==> src/rtl/pwm_pkg.sv <==
// Shared definitions for the PWM generator / duty decoder pair:
// state encoding, default widths and prescaler encoding.
package pwm_pkg;

  localparam int CNT_W_DEF       = 16;
  localparam int DUTY_W_DEF      = 8;
  localparam int SYNC_STAGES_DEF = 2;

  // conf selects a tick every 2^conf clk cycles; 3 bits gives up to 128.
  localparam int CONF_W  = 3;
  localparam int PRESC_W = (1 << CONF_W) - 1;

  typedef enum logic [1:0] {
    ST_IDLE,
    ST_WAIT_RISE,
    ST_HIGH,
    ST_LOW
  } pwm_state_e;

  // Terminal count of the prescaler for a given conf value.
  function automatic logic [PRESC_W-1:0] presc_max(input logic [CONF_W-1:0] conf);
    return PRESC_W'((32'd1 << conf) - 32'd1);
  endfunction

endpackage

==> src/rtl/pwm_duty_divider.sv <==
// Serial restoring divider: quotient = floor((hi << DUTY_W) / per),
// one quotient bit per clk. The operands travel with the result so a
// new start may be accepted on the same cycle the previous one finishes.
module pwm_duty_divider
  import pwm_pkg::*;
#(
  parameter int CNT_W  = CNT_W_DEF,
  parameter int DUTY_W = DUTY_W_DEF
) (
  input  logic              clk,
  input  logic              rst_n,
  input  logic              i_start,
  input  logic              i_abort,
  input  logic [CNT_W-1:0]  i_hi,
  input  logic [CNT_W-1:0]  i_per,
  output logic              o_busy,
  output logic              o_done,
  output logic [DUTY_W-1:0] o_quot,
  output logic [CNT_W-1:0]  o_per,
  output logic [CNT_W-1:0]  o_hi
);

  localparam int IT_W = $clog2(DUTY_W + 1);

  logic [CNT_W:0]    r_rem;
  logic [CNT_W-1:0]  r_den;
  logic [CNT_W-1:0]  r_num;
  logic [DUTY_W-1:0] r_q;
  logic [IT_W-1:0]   r_iter;
  logic              r_run;
  logic              r_sat;
  logic              r_done;
  logic [DUTY_W-1:0] r_res_q;
  logic [CNT_W-1:0]  r_res_per;
  logic [CNT_W-1:0]  r_res_hi;

  logic [CNT_W:0]    w_rem_sh;
  logic [CNT_W:0]    w_den_ext;
  logic              w_ge;
  logic              w_last;
  logic [DUTY_W-1:0] w_q_next;

  // The remainder always stays below the divisor, so shifting out the
  // top bit loses nothing unless the saturate flag already overrides it.
  assign w_rem_sh  = {r_rem[CNT_W-1:0], 1'b0};
  assign w_den_ext = {1'b0, r_den};
  assign w_ge      = (w_rem_sh >= w_den_ext);
  assign w_q_next  = {r_q[DUTY_W-2:0], w_ge};
  assign w_last    = r_run && (r_iter == IT_W'(1));

  // The final iteration cycle is not busy: a new start may overlap it.
  assign o_busy = r_run && !w_last;
  assign o_done = r_done;
  assign o_quot = r_res_q;
  assign o_per  = r_res_per;
  assign o_hi   = r_res_hi;

  // Iterate, publish on the last step, reload on start.
  always_ff @(posedge clk) begin
    if (!rst_n) begin
      r_rem     <= '0;
      r_den     <= '0;
      r_num     <= '0;
      r_q       <= '0;
      r_iter    <= '0;
      r_run     <= 1'b0;
      r_sat     <= 1'b0;
      r_done    <= 1'b0;
      r_res_q   <= '0;
      r_res_per <= '0;
      r_res_hi  <= '0;
    end else begin
      r_done <= 1'b0;
      if (i_abort) begin
        r_run <= 1'b0;
      end else begin
        if (r_run) begin
          r_rem  <= w_ge ? (w_rem_sh - w_den_ext) : w_rem_sh;
          r_q    <= w_q_next;
          r_iter <= r_iter - 1'b1;
          if (w_last) begin
            r_run     <= 1'b0;
            r_done    <= 1'b1;
            r_res_q   <= r_sat ? '1 : w_q_next;
            r_res_per <= r_den;
            r_res_hi  <= r_num;
          end
        end
        if (i_start) begin
          r_rem  <= {1'b0, i_hi};
          r_den  <= i_per;
          r_num  <= i_hi;
          r_q    <= '0;
          r_iter <= IT_W'(DUTY_W);
          r_run  <= 1'b1;
          // A quotient that would not fit (or a zero period) reads as all-ones.
          r_sat  <= (i_hi >= i_per);
        end
      end
    end
  end

endmodule

==> src/rtl/pwm_duty_decoder.sv <==
// Measures an incoming PWM waveform in prescaled ticks and reports
// period, high time and duty, plus timeout and overrun indications.
module pwm_duty_decoder
  import pwm_pkg::*;
#(
  parameter int CNT_W       = CNT_W_DEF,
  parameter int DUTY_W      = DUTY_W_DEF,
  parameter int SYNC_STAGES = SYNC_STAGES_DEF
) (
  input  logic              clk,
  input  logic              rst_n,
  input  logic              ena,
  input  logic              pwm_in,
  input  logic [CONF_W-1:0] conf,
  output logic [DUTY_W-1:0] duty,
  output logic [CNT_W-1:0]  period,
  output logic [CNT_W-1:0]  high_time,
  output logic              valid,
  output logic              timeout,
  output logic              overrun
);

  localparam logic [CNT_W-1:0] CNT_MAX = {CNT_W{1'b1}};

  logic [SYNC_STAGES-1:0] r_sync;
  logic [PRESC_W-1:0]     r_presc;
  logic [CONF_W-1:0]      r_conf;
  logic                   r_level;
  pwm_state_e             r_state;
  logic [CNT_W-1:0]       r_cnt;
  logic [CNT_W-1:0]       r_hi_cap;
  logic [DUTY_W-1:0]      r_duty;
  logic [CNT_W-1:0]       r_period;
  logic [CNT_W-1:0]       r_high;
  logic                   r_valid;
  logic                   r_timeout;
  logic                   r_overrun;

  logic              w_sync;
  logic              w_conf_chg;
  logic              w_tick;
  logic              w_rise;
  logic              w_fall;
  logic              w_sat;
  pwm_state_e        w_state_next;
  logic [CNT_W-1:0]  w_cnt_next;
  logic [CNT_W-1:0]  w_hi_cap_next;
  logic              w_div_start;
  logic              w_ovr;
  logic              w_to_evt;
  logic              w_div_abort;
  logic              w_div_busy;
  logic              w_div_done;
  logic [DUTY_W-1:0] w_div_quot;
  logic [CNT_W-1:0]  w_div_per;
  logic [CNT_W-1:0]  w_div_hi;
  logic              w_publish;

  assign w_sync     = r_sync[SYNC_STAGES-1];
  assign w_conf_chg = (conf != r_conf);
  assign w_tick     = !w_conf_chg && (r_presc == presc_max(conf));
  // Edges compare the level sampled on this tick with the previous tick's.
  assign w_rise     = !r_level && w_sync;
  assign w_fall     = r_level && !w_sync;
  assign w_sat      = (r_cnt == CNT_MAX);

  // Synchroniser chain for the asynchronous pin.
  always_ff @(posedge clk) begin
    if (!rst_n) begin
      r_sync <= '0;
    end else begin
      r_sync[0] <= pwm_in;
      for (int i = 1; i < SYNC_STAGES; i++) begin
        r_sync[i] <= r_sync[i-1];
      end
    end
  end

  // Prescaler, conf change tracking and tick-sampled pin level.
  always_ff @(posedge clk) begin
    if (!rst_n) begin
      r_presc <= '0;
      r_conf  <= '0;
      r_level <= 1'b0;
    end else begin
      r_conf <= conf;
      if (w_conf_chg || w_tick) begin
        r_presc <= '0;
      end else begin
        r_presc <= r_presc + 1'b1;
      end
      if (w_tick) begin
        r_level <= w_sync;
      end
    end
  end

  // Measurement FSM state and counters.
  always_ff @(posedge clk) begin
    if (!rst_n) begin
      r_state  <= ST_IDLE;
      r_cnt    <= '0;
      r_hi_cap <= '0;
    end else begin
      r_state  <= w_state_next;
      r_cnt    <= w_cnt_next;
      r_hi_cap <= w_hi_cap_next;
    end
  end

  // Next-state logic: captures use the count before this tick's increment.
  always_comb begin
    w_state_next  = r_state;
    w_cnt_next    = r_cnt;
    w_hi_cap_next = r_hi_cap;
    w_div_start   = 1'b0;
    w_ovr         = 1'b0;
    w_to_evt      = 1'b0;
    if (!ena || w_conf_chg) begin
      w_state_next = ST_IDLE;
      w_cnt_next   = '0;
    end else begin
      case (r_state)
        ST_IDLE: begin
          w_state_next = ST_WAIT_RISE;
          w_cnt_next   = '0;
        end
        ST_WAIT_RISE: begin
          if (w_tick && w_rise) begin
            w_cnt_next   = CNT_W'(1);
            w_state_next = ST_HIGH;
          end
        end
        ST_HIGH: begin
          if (w_tick) begin
            if (w_sat) begin
              w_to_evt     = 1'b1;
              w_cnt_next   = '0;
              w_state_next = ST_WAIT_RISE;
            end else if (w_fall) begin
              w_hi_cap_next = r_cnt;
              w_cnt_next    = r_cnt + 1'b1;
              w_state_next  = ST_LOW;
            end else begin
              w_cnt_next = r_cnt + 1'b1;
            end
          end
        end
        ST_LOW: begin
          if (w_tick) begin
            if (w_rise) begin
              // A capture that finds the divider mid-calculation is dropped,
              // but counting of the new period carries on regardless.
              if (w_div_busy) begin
                w_ovr = 1'b1;
              end else begin
                w_div_start = 1'b1;
              end
              w_cnt_next   = CNT_W'(1);
              w_state_next = ST_HIGH;
            end else if (w_sat) begin
              w_to_evt     = 1'b1;
              w_cnt_next   = '0;
              w_state_next = ST_WAIT_RISE;
            end else begin
              w_cnt_next = r_cnt + 1'b1;
            end
          end
        end
        default: begin
          w_state_next = ST_IDLE;
          w_cnt_next   = '0;
        end
      endcase
    end
  end

  assign w_div_abort = !ena || w_conf_chg || w_to_evt;
  assign w_publish   = w_div_done && ena && !w_conf_chg && !w_to_evt;

  pwm_duty_divider #(
    .CNT_W  (CNT_W),
    .DUTY_W (DUTY_W)
  ) u_div (
    .clk     (clk),
    .rst_n   (rst_n),
    .i_start (w_div_start),
    .i_abort (w_div_abort),
    .i_hi    (r_hi_cap),
    .i_per   (r_cnt),
    .o_busy  (w_div_busy),
    .o_done  (w_div_done),
    .o_quot  (w_div_quot),
    .o_per   (w_div_per),
    .o_hi    (w_div_hi)
  );

  // Result registers: timeout report wins over a finishing division.
  always_ff @(posedge clk) begin
    if (!rst_n) begin
      r_duty    <= '0;
      r_period  <= '0;
      r_high    <= '0;
      r_valid   <= 1'b0;
      r_timeout <= 1'b0;
      r_overrun <= 1'b0;
    end else begin
      r_valid   <= 1'b0;
      r_overrun <= w_ovr;
      if (w_to_evt) begin
        r_timeout <= 1'b1;
        r_period  <= CNT_MAX;
        r_high    <= w_sync ? CNT_MAX : '0;
        r_duty    <= w_sync ? '1 : '0;
        r_valid   <= 1'b1;
      end else if (w_publish) begin
        r_timeout <= 1'b0;
        r_period  <= w_div_per;
        r_high    <= w_div_hi;
        r_duty    <= w_div_quot;
        r_valid   <= 1'b1;
      end
    end
  end

  assign duty      = r_duty;
  assign period    = r_period;
  assign high_time = r_high;
  assign valid     = r_valid;
  assign timeout   = r_timeout;
  assign overrun   = r_overrun;

endmodule
==> config.mk <==
export PLATFORM = sky130hd
export DESIGN_NAME = pwm_duty_decoder
export DESIGN_NICKNAME = d
export VERILOG_FILES = /design/src/rtl/pwm_pkg.sv /design/src/rtl/pwm_duty_divider.sv /design/src/rtl/pwm_duty_decoder.sv
export SDC_FILE = /design/constraint.sdc
export NUM_CORES = 1
export LEC_CHECK = 0
export CAP_MARGIN = 10
export CORE_AREA = 10 10 172 174
export CTS_BUF_LIST = sky130_fd_sc_hd__clkbuf_16
export CTS_CLUSTER_DIAMETER = 50
export CTS_CLUSTER_SIZE = 20
export DETAILED_ROUTE_END_ITERATION = 6
export DIE_AREA = 0 0 182 184
export PLACE_DENSITY_LB_ADDON = 0.15
export SYNTH_ARGS = -nofsm -noshare
export SYNTH_HDL_FRONTEND = slang
export SYNTH_SLANG_ARGS = --single-unit
==> constraint.sdc <==
create_clock -name clk -period 7.9 [get_ports clk]
set_input_delay 1.185 -clock clk [delete_from_list [all_inputs] [get_ports clk]]
set_output_delay 1.185 -clock clk [all_outputs]
set_load 0.05 [all_outputs]
==> impl_metrics.json, run 1 <==
{
  "final_common_cell": "nand2_1",
  "p_int_mw": 1.414,
  "drcViolationCount": 0,
  "slew_viol_final": 0,
  "fin_nets": 1175,
  "fin_crit_sh_pct": 61.99,
  "synth_edf_count": 0,
  "final_area_mm2": 0.01035,
  "row_count": 59,
  "skew_ns": 0.01608,
  "outcome": "finished, final reports clean",
  "clkPwrFrac_pct": 46.5,
  "antenna_found_initial": 0,
  "rr_startpoint": "u_div.r_den[6]$_SDFFE_PN0P_",
  "grt_first_pass_wirelength_um": 41810,
  "num_io_pins": 50,
  "holdCritStartpoint": "r_sync[0]$_SDFF_PN0_",
  "postCtsSetupBuffers": 0,
  "holdPathStages": 1,
  "track_usage_pct": 15.16,
  "synthArstFlopShare_pct": 0,
  "clock_latency_ns": 0.44,
  "path_max_fanout": 43,
  "swShare_pct": 25.62,
  "num_antenna_cells": 0,
  "ys_seq_area_share_pct": 42.70,
  "critPathKind": "input pin to register",
  "power-per-cell-area_mw_per_mm2": 183.6,
  "p_leak_nw": 3.456,
  "hold_viol_final": 0,
  "end_kind": "register",
  "dp_hpwl_um": 17680,
  "place_ws_ns": 2.531,
  "cts_tree": "yes",
  "slowest_delay_ns": 0.89,
  "finalWirelength_um": 25470,
  "comb_power_share_pct": 2.4,
  "htreeDepth": 4,
  "min_to": "r_sync[1]$_SDFF_PN0_",
  "cp.required_ns": 8.18,
  "port_buffers": 49,
  "synthFlopType": "dfxtp_1",
  "drt-initial-drc-count": 534,
  "grt_max_degree": 68,
  "crit_chain": "clkdlybuf4s50_1 -> or3_1 -> ha_1 -> and4_4 -> or4_4 -> a22oi_4 -> o211a_4 -> nand4_1 -> buf_4 -> o21ai_2 -> a31oi_1",
  "synth-seq-cells": 192,
  "die_h_um": 184,
  "final_cell_mix": "nand2_1, dfxtp_1, a21oi_1, inv_1, nor2_1",
  "max_freq_ghz": 0.2042,
  "power_switching_mw": 0.4870,
  "synth_cell_type_count": 74,
  "tightestPinTransition_ns": 1.088,
  "syn_inst": 1121,
  "cts_hold_buf": 0,
  "avgSynthCellArea_um2": 8.031,
  "setup_viol": 0,
  "clock-root-buffer": "clkbuf_16",
  "worst_r2r_endpoint": "u_div.r_rem[12]$_SDFFE_PN0P_",
  "synthToLayoutAreaGrowth_pct": 14.97,
  "crit_slowest_cell": "o21ai_2",
  "relSlewSlack_pct": 27.45,
  "clk_path_buf_depth": 2,
  "dpl_cell_area_mm2": 0.009731,
  "grt_pass1_vias": 7585,
  "drive_gt1_share_pct": 6.037,
  "synth_warnings": 0,
  "first_pass_iters": 5,
  "start_kind": "input pin",
  "cts_resized": 0,
  "core_area_mm2": 0.02591,
  "clkTransAtPathRegs_ns": 0.09,
  "cp.arrival_ns": 5.17,
  "cts_buffers": 17,
  "ir_drop_mv": 0.1072,
  "drtAntennaViolNets": 0,
  "start_util_pct": 34.74,
  "die_w_um": 182,
  "p_seq_share_pct": 51.0,
  "overflow": 0,
  "worstRegToRegCells": 8,
  "rrSetupSlack_ns": 4.40,
  "hold_class": "register to register",
  "clock-sinks": 192,
  "syn-num-nets": 1166,
  "num_vias": 7856,
  "fin_ws_ns": 3.003,
  "vias_per_cell": 5.315,
  "rsz0062_at_grt": "false",
  "synth_area_mm2": 0.009002,
  "maxCapViolCount": 0,
  "fin_setup_tns_ns": 0,
  "timing.final.crit_period_ns": 4.897,
  "wl_per_cell_um": 17.23,
  "place_congestion": 0.8592,
  "dieArea_mm2": 0.03349
}
-- cell type report --
cell class / count / area [um^2]
flip-flops and latches: 192 / 3844
inverters: 51 / 192.7
clock inverters: 15 / 193.9
fillers: 2681 / 15560
multi-input cells: 808 / 4702
clock buffers: 17 / 425.4
well taps: 335 / 419.2
repair buffers: 60 / 573.1
-- cell usage after synthesis, types with 5 or more instances --
master    instances  area share [%]
nand2_1         240              10
dfxtp_1         192              43
a21oi_1         113             6.3
clkbuf_1         52             2.2
inv_1            50             2.1
nor2_1           50             2.1
nand3_1          46             2.6
a31oi_1          43             3.0
ha_1             37             5.1
nor3_1           32             1.8
o21ai_0          28             1.6
o31ai_1          26             2.2
buf_2            14            0.78
nand4_1          12            0.83
xnor2_1          12             1.2
a32oi_1          11             1.1
and3_1           11            0.76
xor2_1            9            0.88
a21o_1            8            0.67
mux2i_1           8            0.89
or3_1             8            0.56
and2_1            7            0.49
o211ai_1          7            0.58
nand2b_1          6            0.42
o21a_1            6            0.50
a31o_2            5            0.49
nor2b_1           5            0.35
o22ai_1           5            0.35
-- critical path, delay by kind of cell --
kind,cells,cell delay [ns]
AOI/OAI and AO/OA,4,1.56
buffers and inverters,2,0.88
and+or+nand+nor,4,1.23
adders and majority gates,1,0.28
-- layer usage --
metal,vias to the layer above,track usage [%],share of wire (%)
li1,3983,-,-
met1,3703,20.58,50
met2,144,23.62,43
met3,26,3.209,4.3
met4,0,4.491,2.1
met5,-,0,0
-- state kept, by name, summed over array words and instances (netlist names), 2 cells and up --
signal        flops
u_div.r_iter      4
u_div.r_rem      16
r_sync            2
duty              8
r_presc           7
u_div.r_num      16
r_hi_cap         16
high_time        16
r_cnt            16
r_conf            3
period           16
u_div.o_per      16
u_div.o_hi       16
u_div.r_q         7
r_state           2
u_div.o_quot      8
u_div.r_den      16
-- logic make-up (layout without fill, tap and decap cells) --
family | count (synthesis) | in the layout | share of synthesized area [%]
and+or+nand+nor | 444 | 444 | 22.32
AOI/OAI and AO/OA | 296 | 296 | 21.20
DFF | 192 | 192 | 42.70
buffers and inverters | 121 | 143 | 5.365
adders and majority gates | 38 | 38 | 5.365
xor gates and xnor gates | 21 | 21 | 2.043
muxes | 9 | 9 | 1.015
-- power by group through the flow --
stage | Sequential, mW | Combinational, mW | Clock [mW]
3_3_place_gp | 0.993 | 0.0467 | 0
6_report | 0.970 | 0.0465 | 0.884
3_5_place_dp | 0.993 | 0.0469 | 0
4_1_cts | 0.970 | 0.0469 | 0.909
2_1_floorplan | 0.992 | 0.0333 | 0
5_1_grt | 0.970 | 0.0508 | 0.945
-- per-stage QoR --
| step | utilization, % | hold slack [ns] | cells | total power [mW] |
|---|---|---|---|---|
| 5_1_grt | 39.94 | 0.4535 | 1478 | 1.966 |
| 3_3_place_gp | 37.55 | 0.4141 | 1446 | 1.040 |
| 6_report | 39.94 | 0.4394 | 1478 | 1.901 |
| 2_1_floorplan | - | 0.4119 | 1121 | 1.026 |
| 4_1_cts | 39.94 | 0.4392 | 1478 | 1.925 |
| 3_5_place_dp | 37.55 | 0.4215 | 1446 | 1.040 |
-- how the worst max path moves through the flow --
| stage | cells after the start | endpoint | start |
|---|---|---|---|
| after floorplan | 11 | duty[0]$_SDFFE_PN0P_ | conf[1] |
| after global placement | 11 | high_time[0]$_SDFFE_PN0P_ | conf[1] |
| after detailed placement | 11 | high_time[5]$_SDFFE_PN0P_ | conf[1] |
| after CTS | 11 | high_time[5]$_SDFFE_PN0P_ | conf[1] |
| after global routing | 11 | high_time[10]$_SDFFE_PN0P_ | conf[1] |
| final | 11 | high_time[10]$_SDFFE_PN0P_ | conf[1] |
Power figures use the tool's default switching activity.
==> run 2: changes to the inputs <==
- clock period: 7.9 -> 5.1 ns (I/O delays scaled with it)
==> run 2 against run 1 <==
Final area increased by 0.58%; power increased by 55%; count of clock-buffer cells in the layout unchanged; global-route usage increased by 0.25 points; via count increased by 0.70%; combinational power increased by 62%; first-iteration DRC count decreased by 0.37%; clock power increased by 55%; sequential share of layout area decreased by 0.21 points; final cell count increased by 0.47%.
==> impl_metrics.json, run 2 (synthesized netlist as in run 1, its figures left out) <==
{
  "total_power_mw": 2.945,
  "max_freq_ghz": 0.2522,
  "timing.final.crit_period_ns": 3.966,
  "dp_hpwl_um": 18120,
  "first_pass_iters": 5,
  "slew_viol_final": 0,
  "synthToLayoutAreaGrowth_pct": 15.64,
  "fin_setup_tns_ns": 0,
  "hold_class": "register to register",
  "fin_nets": 1182,
  "fin_crit_sh_pct": 77.76,
  "ir_drop_mv": 0.1868,
  "clock-root-buffer": "clkbuf_16",
  "multi_input_area_mm2": 0.004698,
  "overflow": 0,
  "core_area_mm2": 0.02591,
  "worstRegToRegCells": 9,
  "port_buffers": 49,
  "place_inst": 1453,
  "end_kind": "register",
  "start_kind": "input pin",
  "rr_startpoint": "u_div.r_den[8]$_SDFFE_PN0P_",
  "worst_r2r_endpoint": "u_div.r_rem[12]$_SDFFE_PN0P_",
  "maxCapViolCount": 0,
  "drtAntennaViolNets": 0,
  "start_util_pct": 34.74,
  "slowest_delay_ns": 0.61,
  "crit_chain": "clkdlybuf4s50_1 -> or3_1 -> ha_1 -> and4_4 -> or4_4 -> a22oi_4 -> o211a_4 -> a31oi_4 -> or4_1 -> a21oi_1",
  "setup_viol": 0,
  "dieArea_mm2": 0.03349,
  "cp-startpoint": "conf[1]",
  "final_cells": 1485,
  "postLayoutCoreUtil_pct": 40.18,
  "place_congestion": 0.8615,
  "cts_hold_buf": 0,
  "path_depth": 10,
  "die_h_um": 184,
  "cp-endpoint": "r_cnt[7]$_SDFFE_PP0P_",
  "track_usage_pct": 15.42,
  "cts_tree": "yes",
  "wl_per_cell_um": 17.61,
  "drt-initial-drc-count": 532,
  "num_vias": 7911,
  "hold_viol_final": 0,
  "place_ws_ns": 0.7329,
  "antenna_found_initial": 0,
  "vias_per_cell": 5.327,
  "grt_first_pass_wirelength_um": 42150,
  "die_w_um": 182,
  "crit_buf_inv": 1,
  "finalWirelength_um": 26150,
  "row_count": 59,
  "htreeDepth": 4,
  "drcViolationCount": 0,
  "outcome": "finished, final reports clean",
  "grt_pass1_vias": 7415,
  "num_io_pins": 50,
  "grt_max_degree": 92,
  "relSlewSlack_pct": 41.15,
  "crit_family": "simple AND/OR/NAND/NOR gates",
  "cp.required_ns": 5.46,
  "postCtsSetupBuffers": 0,
  "fin_ws_ns": 1.134,
  "clock-sinks": 192,
  "rsz0062_at_grt": "false",
  "final_cell_mix": "nand2_1, dfxtp_1, a21oi_1, inv_1, nor2_1",
  "clock_latency_ns": 0.44,
  "regArea_mm2": 0.003844,
  "clk_path_buf_depth": 2,
  "cp.arrival_ns": 4.32,
  "rrSetupSlack_ns": 1.83,
  "num_antenna_cells": 0,
  "final_common_cell": "nand2_1",
  "cts_resized": 0,
  "path_max_fanout": 19,
  "tightestPinTransition_ns": 0.8809,
  "cts_buffers": 17,
  "fillCellCount": 2704,
  "power-per-cell-area_mw_per_mm2": 282.9,
  "clkTransAtPathRegs_ns": 0.07,
  "drive_gt1_share_pct": 6.522,
  "skew_ns": 0.02007,
  "p_leak_nw": 3.500,
  "crit_slowest_cell": "clkdlybuf4s50_1",
  "critPathKind": "input pin to register"
}
==> run 2: cell count changes in the layout (fill, tap and decap cells not counted) <==
cell        change
buf_12          +1
buf_4           +6
clkinv_2        +1
clkinvlp_4      -2
inv_6           +1
o21ai_1         +1
o21ai_2         -1
==> run 2: area by class of cell <==
class / instances / area share (%)
Clock inverter: 15 / 1.851
Inverter: 51 / 1.851
Clock buffer: 17 / 4.087
Timing Repair Buffer: 67 / 6.130
Tap cell: 335 / 4.026
Multi-Input combinational cell: 808 / 45.13
Sequential cell: 192 / 36.92
==> run 2: worst min-delay path by stage <==
stage	from	cells past startpoint	slack (ns)	endpoint
final	r_sync[0]$_SDFF_PN0_	1	0.43	r_sync[1]$_SDFF_PN0_
after global routing	r_sync[0]$_SDFF_PN0_	1	0.45	r_sync[1]$_SDFF_PN0_
after CTS	r_sync[0]$_SDFF_PN0_	1	0.44	r_sync[1]$_SDFF_PN0_
after detailed placement	r_sync[0]$_SDFF_PN0_	1	0.42	r_sync[1]$_SDFF_PN0_
after global placement	r_sync[0]$_SDFF_PN0_	1	0.42	r_sync[1]$_SDFF_PN0_
after floorplan	r_sync[0]$_SDFF_PN0_	1	0.41	r_sync[1]$_SDFF_PN0_
==> run 2: worst reg2reg max path, delay by kind of cell, from the launching register on <==
family | cells | cell delay [ns]
DFF | 1 | 0.41
adders and majority gates | 1 | 0.41
and+or+nand+nor | 4 | 1.38
buffers and inverters | 1 | 0.07
AOI/OAI and AO/OA | 3 | 0.88
==> run 2: metrics by stage <==
step	instance area, um^2	hold slack, ns
after floorplan	9002	0.4119
after global placement	9792	0.4153
after detailed placement	9792	0.4228
after CTS	10410	0.4401
after global routing	10410	0.4462
final	10410	0.4350
==> run 2: report_power, final <==
group	total, mW	internal (mW)	switching, mW
sequential	1.50	1.50	0.00212
combinational	0.0752	0.0218	0.0534
clock	1.37	0.671	0.697
total	2.94	2.19	0.752
==> run 2: layer usage <==
metal	wire length, um	GRT usage [%]
met1	13210	21.66
met4	478	4.979
met3	1117	2.657
met2	11350	23.37
met5	0	0
